## src/rtl/sound_pkg.sv

```systemverilog
// Shared constants and types for the DOC5503 sound-RAM wave fetch path.
package sound_pkg;

    localparam logic [20:0] SOUND_RAM_WORD_BASE = 21'h10000;
    localparam logic [7:0]  SILENCE_BYTE        = 8'h80;

    typedef enum logic [1:0] {
        StIdle,
        StWait,
        StDrain
    } fetch_state_e;

    function automatic logic [7:0] byte_sel(input logic [31:0] word, input logic [1:0] offset);
        return word[8*offset +: 8];
    endfunction

endpackage

```

## src/rtl/sound_wave_cache.sv

```systemverilog
// Direct-mapped cache of 32-bit sound-RAM words, addressed by word address (byte addr >> 2).
module sound_wave_cache
    import sound_pkg::*;
#(
    parameter int unsigned CACHE_LINES = 4
) (
    input  logic        clk_i,
    input  logic        reset_i,
    input  logic [13:0] lookup_word_i,
    output logic        lookup_hit_o,
    output logic [31:0] lookup_data_o,
    input  logic        fill_i,
    input  logic        fill_valid_i,
    input  logic [13:0] fill_word_i,
    input  logic [31:0] fill_data_i,
    input  logic        snoop_i,
    input  logic [13:0] snoop_word_i
);

    localparam int unsigned IW   = $clog2(CACHE_LINES);
    localparam int unsigned IdxW = (IW > 0) ? IW : 1;
    localparam int unsigned TagW = 14 - IW;
    localparam logic [13:0] IdxMask = 14'(CACHE_LINES - 1);

    logic [TagW-1:0]        tag_q [CACHE_LINES];
    logic [31:0]            data_q[CACHE_LINES];
    logic [CACHE_LINES-1:0] valid_q;

    logic [IdxW-1:0] l_idx, f_idx, s_idx;
    logic [TagW-1:0] l_tag, f_tag, s_tag;

    assign l_idx = IdxW'(lookup_word_i & IdxMask);
    assign f_idx = IdxW'(fill_word_i & IdxMask);
    assign s_idx = IdxW'(snoop_word_i & IdxMask);
    assign l_tag = TagW'(lookup_word_i >> IW);
    assign f_tag = TagW'(fill_word_i >> IW);
    assign s_tag = TagW'(snoop_word_i >> IW);

    // Lookup reads the arrays as they stand, so a same-cycle snoop still sees the old word.
    assign lookup_hit_o  = valid_q[l_idx] && (tag_q[l_idx] == l_tag);
    assign lookup_data_o = data_q[l_idx];

    always_ff @(posedge clk_i) begin
        if (reset_i) begin
            valid_q <= '0;
        end else begin
            if (snoop_i && (tag_q[s_idx] == s_tag)) begin
                valid_q[s_idx] <= 1'b0;
            end
            // Fill wins over a snoop of the old line; the caller folds a same-word snoop into fill_valid_i.
            if (fill_i) begin
                valid_q[f_idx] <= fill_valid_i;
                tag_q[f_idx]   <= f_tag;
                data_q[f_idx]  <= fill_data_i;
            end
        end
    end

endmodule

```

## src/rtl/sound_wave_fetch.sv

```systemverilog
// DOC byte reads -> SDRAM word fetches with a small snooped word cache and fetch timeout.
module sound_wave_fetch
    import sound_pkg::*;
#(
    parameter int unsigned CACHE_LINES    = 4,
    parameter int unsigned TIMEOUT_CYCLES = 255
) (
    input  logic        clk_i,
    input  logic        reset_i,
    input  logic        enable_i,
    input  logic        wave_rd_i,
    input  logic [15:0] wave_addr_i,
    output logic [7:0]  wave_data_o,
    output logic        wave_data_ready_o,
    output logic        mem_rd_o,
    output logic [20:0] mem_addr_o,
    input  logic [31:0] mem_q_i,
    input  logic        mem_ready_i,
    input  logic        snoop_wr_i,
    input  logic [15:0] snoop_addr_i,
    output logic        err_overflow_o,
    output logic        err_timeout_o
);

    localparam int unsigned    CntW    = $clog2(TIMEOUT_CYCLES + 1);
    localparam logic [CntW-1:0] CntLast = CntW'(TIMEOUT_CYCLES - 1);

    fetch_state_e    state_q, state_d;
    logic            pend_q, pend_d;
    logic [15:0]     pend_addr_q, pend_addr_d;
    logic [15:0]     req_addr_q, req_addr_d;
    logic            poison_q, poison_d;
    logic [CntW-1:0] cnt_q, cnt_d;
    logic [7:0]      data_q, data_d;
    logic            ready_q, ready_d;
    logic            mem_rd_q, mem_rd_d;
    logic [20:0]     mem_addr_q, mem_addr_d;
    logic            err_ovf_q, err_ovf_d;
    logic            err_to_q, err_to_d;

    logic        serve_pend, serve_new;
    logic [15:0] cur_addr;
    logic        hit;
    logic [31:0] hit_line;
    logic        fill_en, fill_valid;
    logic        snoop_req_hit;
    logic        unused_snoop_bits;

    assign unused_snoop_bits = ^snoop_addr_i[1:0];

    // The pending slot always goes first; a fresh read waits out a ready cycle in the slot.
    assign serve_pend = (state_q == StIdle) && pend_q;
    assign serve_new  = (state_q == StIdle) && !pend_q && wave_rd_i && !ready_q;
    assign cur_addr   = pend_q ? pend_addr_q : wave_addr_i;

    assign snoop_req_hit = snoop_wr_i && (snoop_addr_i[15:2] == req_addr_q[15:2]);
    assign fill_valid    = !(poison_q || snoop_req_hit);

    sound_wave_cache #(
        .CACHE_LINES (CACHE_LINES)
    ) u_cache (
        .clk_i         (clk_i),
        .reset_i       (reset_i),
        .lookup_word_i (cur_addr[15:2]),
        .lookup_hit_o  (hit),
        .lookup_data_o (hit_line),
        .fill_i        (fill_en),
        .fill_valid_i  (fill_valid),
        .fill_word_i   (req_addr_q[15:2]),
        .fill_data_i   (mem_q_i),
        .snoop_i       (snoop_wr_i),
        .snoop_word_i  (snoop_addr_i[15:2])
    );

    always_comb begin
        state_d     = state_q;
        pend_d      = pend_q;
        pend_addr_d = pend_addr_q;
        req_addr_d  = req_addr_q;
        poison_d    = poison_q || snoop_req_hit;
        cnt_d       = cnt_q;
        data_d      = data_q;
        ready_d     = 1'b0;
        mem_rd_d    = 1'b0;
        mem_addr_d  = mem_addr_q;
        err_ovf_d   = err_ovf_q;
        err_to_d    = err_to_q;
        fill_en     = 1'b0;

        if (serve_pend) begin
            pend_d = 1'b0;
        end
        if (wave_rd_i && !serve_new) begin
            if (!pend_q || serve_pend) begin
                pend_d      = 1'b1;
                pend_addr_d = wave_addr_i;
            end else begin
                err_ovf_d = 1'b1;
            end
        end

        case (state_q)
            StIdle: begin
                if (serve_pend || serve_new) begin
                    if (!enable_i) begin
                        ready_d = 1'b1;
                        data_d  = SILENCE_BYTE;
                    end else if (hit) begin
                        ready_d = 1'b1;
                        data_d  = byte_sel(hit_line, cur_addr[1:0]);
                    end else begin
                        mem_rd_d   = 1'b1;
                        mem_addr_d = SOUND_RAM_WORD_BASE | {7'd0, cur_addr[15:2]};
                        req_addr_d = cur_addr;
                        cnt_d      = '0;
                        poison_d   = snoop_wr_i && (snoop_addr_i[15:2] == cur_addr[15:2]);
                        state_d    = StWait;
                    end
                end
            end
            StWait: begin
                if (mem_ready_i) begin
                    fill_en = 1'b1;
                    ready_d = 1'b1;
                    data_d  = byte_sel(mem_q_i, req_addr_q[1:0]);
                    state_d = StIdle;
                end else if (cnt_q == CntLast) begin
                    ready_d  = 1'b1;
                    data_d   = SILENCE_BYTE;
                    err_to_d = 1'b1;
                    cnt_d    = '0;
                    state_d  = StDrain;
                end else begin
                    cnt_d = cnt_q + CntW'(1);
                end
            end
            StDrain: begin
                // The abandoned fetch may still answer; swallow it without filling.
                if (mem_ready_i || (cnt_q == CntLast)) begin
                    state_d = StIdle;
                end else begin
                    cnt_d = cnt_q + CntW'(1);
                end
            end
            default: state_d = StIdle;
        endcase
    end

    always_ff @(posedge clk_i) begin
        if (reset_i) begin
            state_q     <= StIdle;
            pend_q      <= 1'b0;
            pend_addr_q <= '0;
            req_addr_q  <= '0;
            poison_q    <= 1'b0;
            cnt_q       <= '0;
            data_q      <= '0;
            ready_q     <= 1'b0;
            mem_rd_q    <= 1'b0;
            mem_addr_q  <= '0;
            err_ovf_q   <= 1'b0;
            err_to_q    <= 1'b0;
        end else begin
            state_q     <= state_d;
            pend_q      <= pend_d;
            pend_addr_q <= pend_addr_d;
            req_addr_q  <= req_addr_d;
            poison_q    <= poison_d;
            cnt_q       <= cnt_d;
            data_q      <= data_d;
            ready_q     <= ready_d;
            mem_rd_q    <= mem_rd_d;
            mem_addr_q  <= mem_addr_d;
            err_ovf_q   <= err_ovf_d;
            err_to_q    <= err_to_d;
        end
    end

    assign wave_data_o       = data_q;
    assign wave_data_ready_o = ready_q;
    assign mem_rd_o          = mem_rd_q;
    assign mem_addr_o        = mem_addr_q;
    assign err_overflow_o    = err_ovf_q;
    assign err_timeout_o     = err_to_q;

endmodule

```

## config.mk

```make
export PLATFORM = sky130hd
export DESIGN_NAME = sound_wave_fetch
export DESIGN_NICKNAME = d
export VERILOG_FILES = /design/src/rtl/sound_pkg.sv /design/src/rtl/sound_wave_cache.sv /design/src/rtl/sound_wave_fetch.sv
export SDC_FILE = /design/constraint.sdc
export NUM_CORES = 1
export LEC_CHECK = 0
export BUFFER_PORTS_ARGS = -buffer_cell sky130_fd_sc_hd__clkbuf_2
export CAP_MARGIN = 30
export CELL_PAD_IN_SITES_DETAIL_PLACEMENT = 0
export CELL_PAD_IN_SITES_GLOBAL_PLACEMENT = 2
export CORE_ASPECT_RATIO = 1.5
export CORE_UTILIZATION = 39
export CTS_CLUSTER_SIZE = 14
export DETAILED_ROUTE_END_ITERATION = 8
export MAX_ROUTING_LAYER = met4
export PLACE_DENSITY_LB_ADDON = 0.1
export SYNTH_ARGS = -nofsm -noshare
export SYNTH_HDL_FRONTEND = slang
export SYNTH_HIERARCHICAL = 1
export SYNTH_SLANG_ARGS = --single-unit
```

## constraint.sdc

```tcl
create_clock -name clk_i -period 5.26 [get_ports clk_i]
set_clock_uncertainty 0.1 [all_clocks]
set_input_delay 0.263 -clock clk_i [delete_from_list [all_inputs] [get_ports clk_i]]
set_output_delay 0.263 -clock clk_i [all_outputs]
set_load 0.02 [all_outputs]
```

==> impl_metrics.env <==
export IMPL_outcome="completed"
export IMPL_grt_pass1_vias=6739
export IMPL_critical_path_max_stage_delay_ns=0.62
export IMPL_cts_tree="built"
export IMPL_yosysTopAreaCell="edfxtp_1"
export IMPL_cp_max_fo=15
export IMPL_layout_drive_gt1_share=0.262
export IMPL_syn_inst=683
export IMPL_layout_commonest_cell="edfxtp_1"
export IMPL_htree_levels=1
export IMPL_fin_area_um2=12700
export IMPL_grt_overflow_total=0
export IMPL_drc=0
export IMPL_r2r_start="pend_q"
export IMPL_cp_end_kind="flip-flop"
export IMPL_ys_top_cells_by_area="edfxtp_1 (50%), mux4_2 (12%), dfxtp_1 (11%), mux2i_1 (3.6%), mux4_1 (3.0%)"
export IMPL_place_inst=1083
export IMPL_hold_depth=4
export IMPL_clock_sinks=237
export IMPL_worstPathBufferInverterCount=2
export IMPL_dpl_hpwl_mm=17.6
export IMPL_power_switching_w=0.00142
export IMPL_synth_warnings=6
export IMPL_syn2layout_area_growth_pct=19.1
export IMPL_die_h_um=204
export IMPL_cts_buffers=24
export IMPL_root_buffer="clkbuf_16"
export IMPL_start_kind="flip-flop"
export IMPL_fp_dieArea_um2=28000
export IMPL_core_um2=26700
export IMPL_gp_congestion=0.773
export IMPL_cts_reportedPaths_clkPinSlew_ns=0.06
export IMPL_drv_slew=0
export IMPL_cp_top_family="simple AND/OR/NAND/NOR gates"
export IMPL_finalSetupViolations=0
export IMPL_r2r_slack_ns=0.87
export IMPL_worst_slew_pin_slew_ns=1.02
export IMPL_async_flop_share=0
export IMPL_antennaDiodeCount=0
export IMPL_post_cts_buffers=0
export IMPL_hold_violations=0
export IMPL_cpMaxStageDelayCell="mux4_1"
export IMPL_max_cap_viol_count=0
export IMPL_max_freq_mhz=228
export IMPL_ys_types=50
export IMPL_grt_max_degree=53
export IMPL_r2r_end="cnt_q[5]"
export IMPL_die_w_um=137
export IMPL_hold_ws_ns=0.0504
export IMPL_period_minus_slack_ns=4.39
export IMPL_port_buffers=94
export IMPL_power_frac_clock=0.331
export IMPL_power_frac_comb=0.211
export IMPL_start_util=0.399
export IMPL_routed_wl_mm=26.2
export IMPL_avgRoutedWirePerCell_um=22.3
export IMPL_route_vias_total=6235
export IMPL_critPathArrivalTime_ns=4.74
export IMPL_synth_edf_count=176
export IMPL_hold_end="poison_q"
export IMPL_relSlewSlack=0.320
export IMPL_internal_power_w=0.00354
export IMPL_final_util=0.475
export IMPL_io_pins=103
export IMPL_postRouteAntennaNets=0
export IMPL_dpl_cell_area_um2=11400
export IMPL_leakage_nw=4.44
export IMPL_grt_antenna_before_repair=0
export IMPL_firstDrtPassIters=5
export IMPL_timing_final_crit_share=0.835
export IMPL_powerDensity_nw_per_um2=391
export IMPL_power_share_sequential=0.457
export IMPL_clock_latency_ns=0.52
export IMPL_nNetsFinal=898
export IMPL_switching_share=0.286
export IMPL_yosysTopAreaCellShare=0.497
export IMPL_criticalPathCategory="reg -> reg"
export IMPL_drt_vias_per_instance=5.30
export IMPL_reg2reg_depth=12
export IMPL_peakVddDrop_mv=0.299
export IMPL_fill_cells=2378
export IMPL_setup_tns_ns=0
export IMPL_placementRows=73
export IMPL_rsz0062_at_grt="no"
export IMPL_yosysSeqAreaShare=0.611
export IMPL_syn_avg_cell_area_um2=15.6
export IMPL_clock_path_buffers=3
export IMPL_hold_start="snoop_wr_i"
export IMPL_min_path_type="in -> reg"
export IMPL_gr_usage_all_layers=0.200
export IMPL_cp_required_ns=5.61
export IMPL_final_cell_mix="edfxtp_1 (176), clkbuf_2 (94), dfxtp_1 (61), mux4_2 (59), nor2_1 (55)"
export IMPL_synth_seq_cells=237
export IMPL_synth_main_ff_cell="edfxtp_1"
export IMPL_syn_area_um2=10600
export IMPL_drtIter0Drc=314
export IMPL_grt_pass1_wl_mm=39.9
export IMPL_stdcell_count=1176
export IMPL_crit_chain="mux2i_1, inv_2, buf_4, mux4_1, xnor2_1, nand4_1, nor3_2, nand2b_1, a21o_1, a221o_1, or4_1, a21oi_1"
==> worst register-to-register path, delay by kind of cell (launching register included) <==
kind	cells	cell delay, ns
simple gates	4	1.04
mux	2	0.87
compound gates	3	0.85
buf+inv	2	0.70
flops	1	0.61
xor+xnor	1	0.15
==> power by group through the flow <==
| stage | sequential (W) | combinational [W] | clock [W] |
|---|---|---|---|
| finish | 0.00227 | 0.00105 | 0.00164 |
| global route | 0.00229 | 0.00115 | 0.00175 |
| CTS | 0.00227 | 0.00107 | 0.00169 |
| detailed placement | 0.00231 | 0.00104 | 0 |
| global placement | 0.00230 | 0.00102 | 0 |
| floorplan | 0.00228 | 0.000748 | 0 |
==> worst max path at each step <==
stage	start	to	slack, ns	depth (start not counted)
3_5_place_dp	pend_q	cnt_q[4]	0.77	12
2_1_floorplan	state_q[1]	u_cache/data_q[0][0]	0.28	6
3_3_place_gp	pend_q	cnt_q[4]	0.82	12
4_1_cts	pend_q	cnt_q[5]	0.74	12
5_1_grt	pend_q	cnt_q[7]	0.58	12
6_report	pend_q	cnt_q[5]	0.87	12
==> cells by family (layout without fill, tap and decap cells) <==
| family | count (synthesis) | count (layout) | share of synthesized area |
|---|---|---|---|
| compound gates | 73 | 73 | 0.0475 |
| xor+xnor | 54 | 54 | 0.0444 |
| fa+ha+maj | 7 | 7 | 0.00823 |
| buf+inv | 78 | 229 | 0.0384 |
| flops | 237 | 237 | 0.611 |
| mux | 111 | 111 | 0.192 |
| other cells | 1 | 6 | 0.000352 |
| simple gates | 122 | 122 | 0.0573 |
==> metal layers <==
layer / share of wire / wire, um / vias to the layer above / track usage
met5: 0 / 0 / - / -
met1: 0.38 / 10100 / 3139 / 0.223
li1: - / - / 2910 / -
met2: 0.55 / 14300 / 145 / 0.366
met4: 0.032 / 850 / 0 / 0.0695
met3: 0.037 / 975 / 41 / 0.0236
==> cells in the mapped netlist (11+ instances only) <==
library cell	n
mux4_2	59
buf_4	21
a21oi_1	15
xnor2_1	34
dfxtp_1	61
a211oi_1	22
clkbuf_1	15
mux2i_1	38
mux4_1	12
nand2_1	11
xor2_1	20
nand4_1	11
inv_1	25
buf_2	12
edfxtp_1	176
nor2_1	58
==> final cells by class <==
class | count | area (um2) | share of cell area
sequential | 237 | 6510 | 0.513
multi-input combinational | 373 | 3780 | 0.298
clock buffer | 33 | 666 | 0.0525
timing repair buffer | 160 | 1130 | 0.0890
clock inverter | 11 | 82.6 | 0.00651
inverter | 25 | 93.8 | 0.00740
tap | 337 | 422 | 0.0333
==> registers in the layout, indices dropped and copies added, names as in the netlist <==
signal,count
mem_addr_o,2
pend_q,1
err_timeout_o,1
cnt_q,8
u_cache/valid_q,4
req_addr_q,15
poison_q,1
wave_data_ready_o,1
mem_rd_o,1
pend_addr_q,16
u_cache/data_q,128
err_overflow_o,1
wave_data_o,8
u_cache/tag_q,48
state_q,2
==> through the flow <==
step	power (W)	setup WS, ns
after floorplan	0.00303	0.276
after global placement	0.00332	0.820
after detailed placement	0.00335	0.774
after CTS	0.00504	0.744
after global routing	0.00519	0.583
final	0.00496	0.869
==> repair_timing <==
action | 4_1_cts | 5_1_grt
hold buffers | 49 | 0
setup endpoints to repair | 0 | 0
resized for setup | 0 | 0
hold endpoints to repair | 146 | 0
No activity file was read; power rests on OpenSTA's default activity.
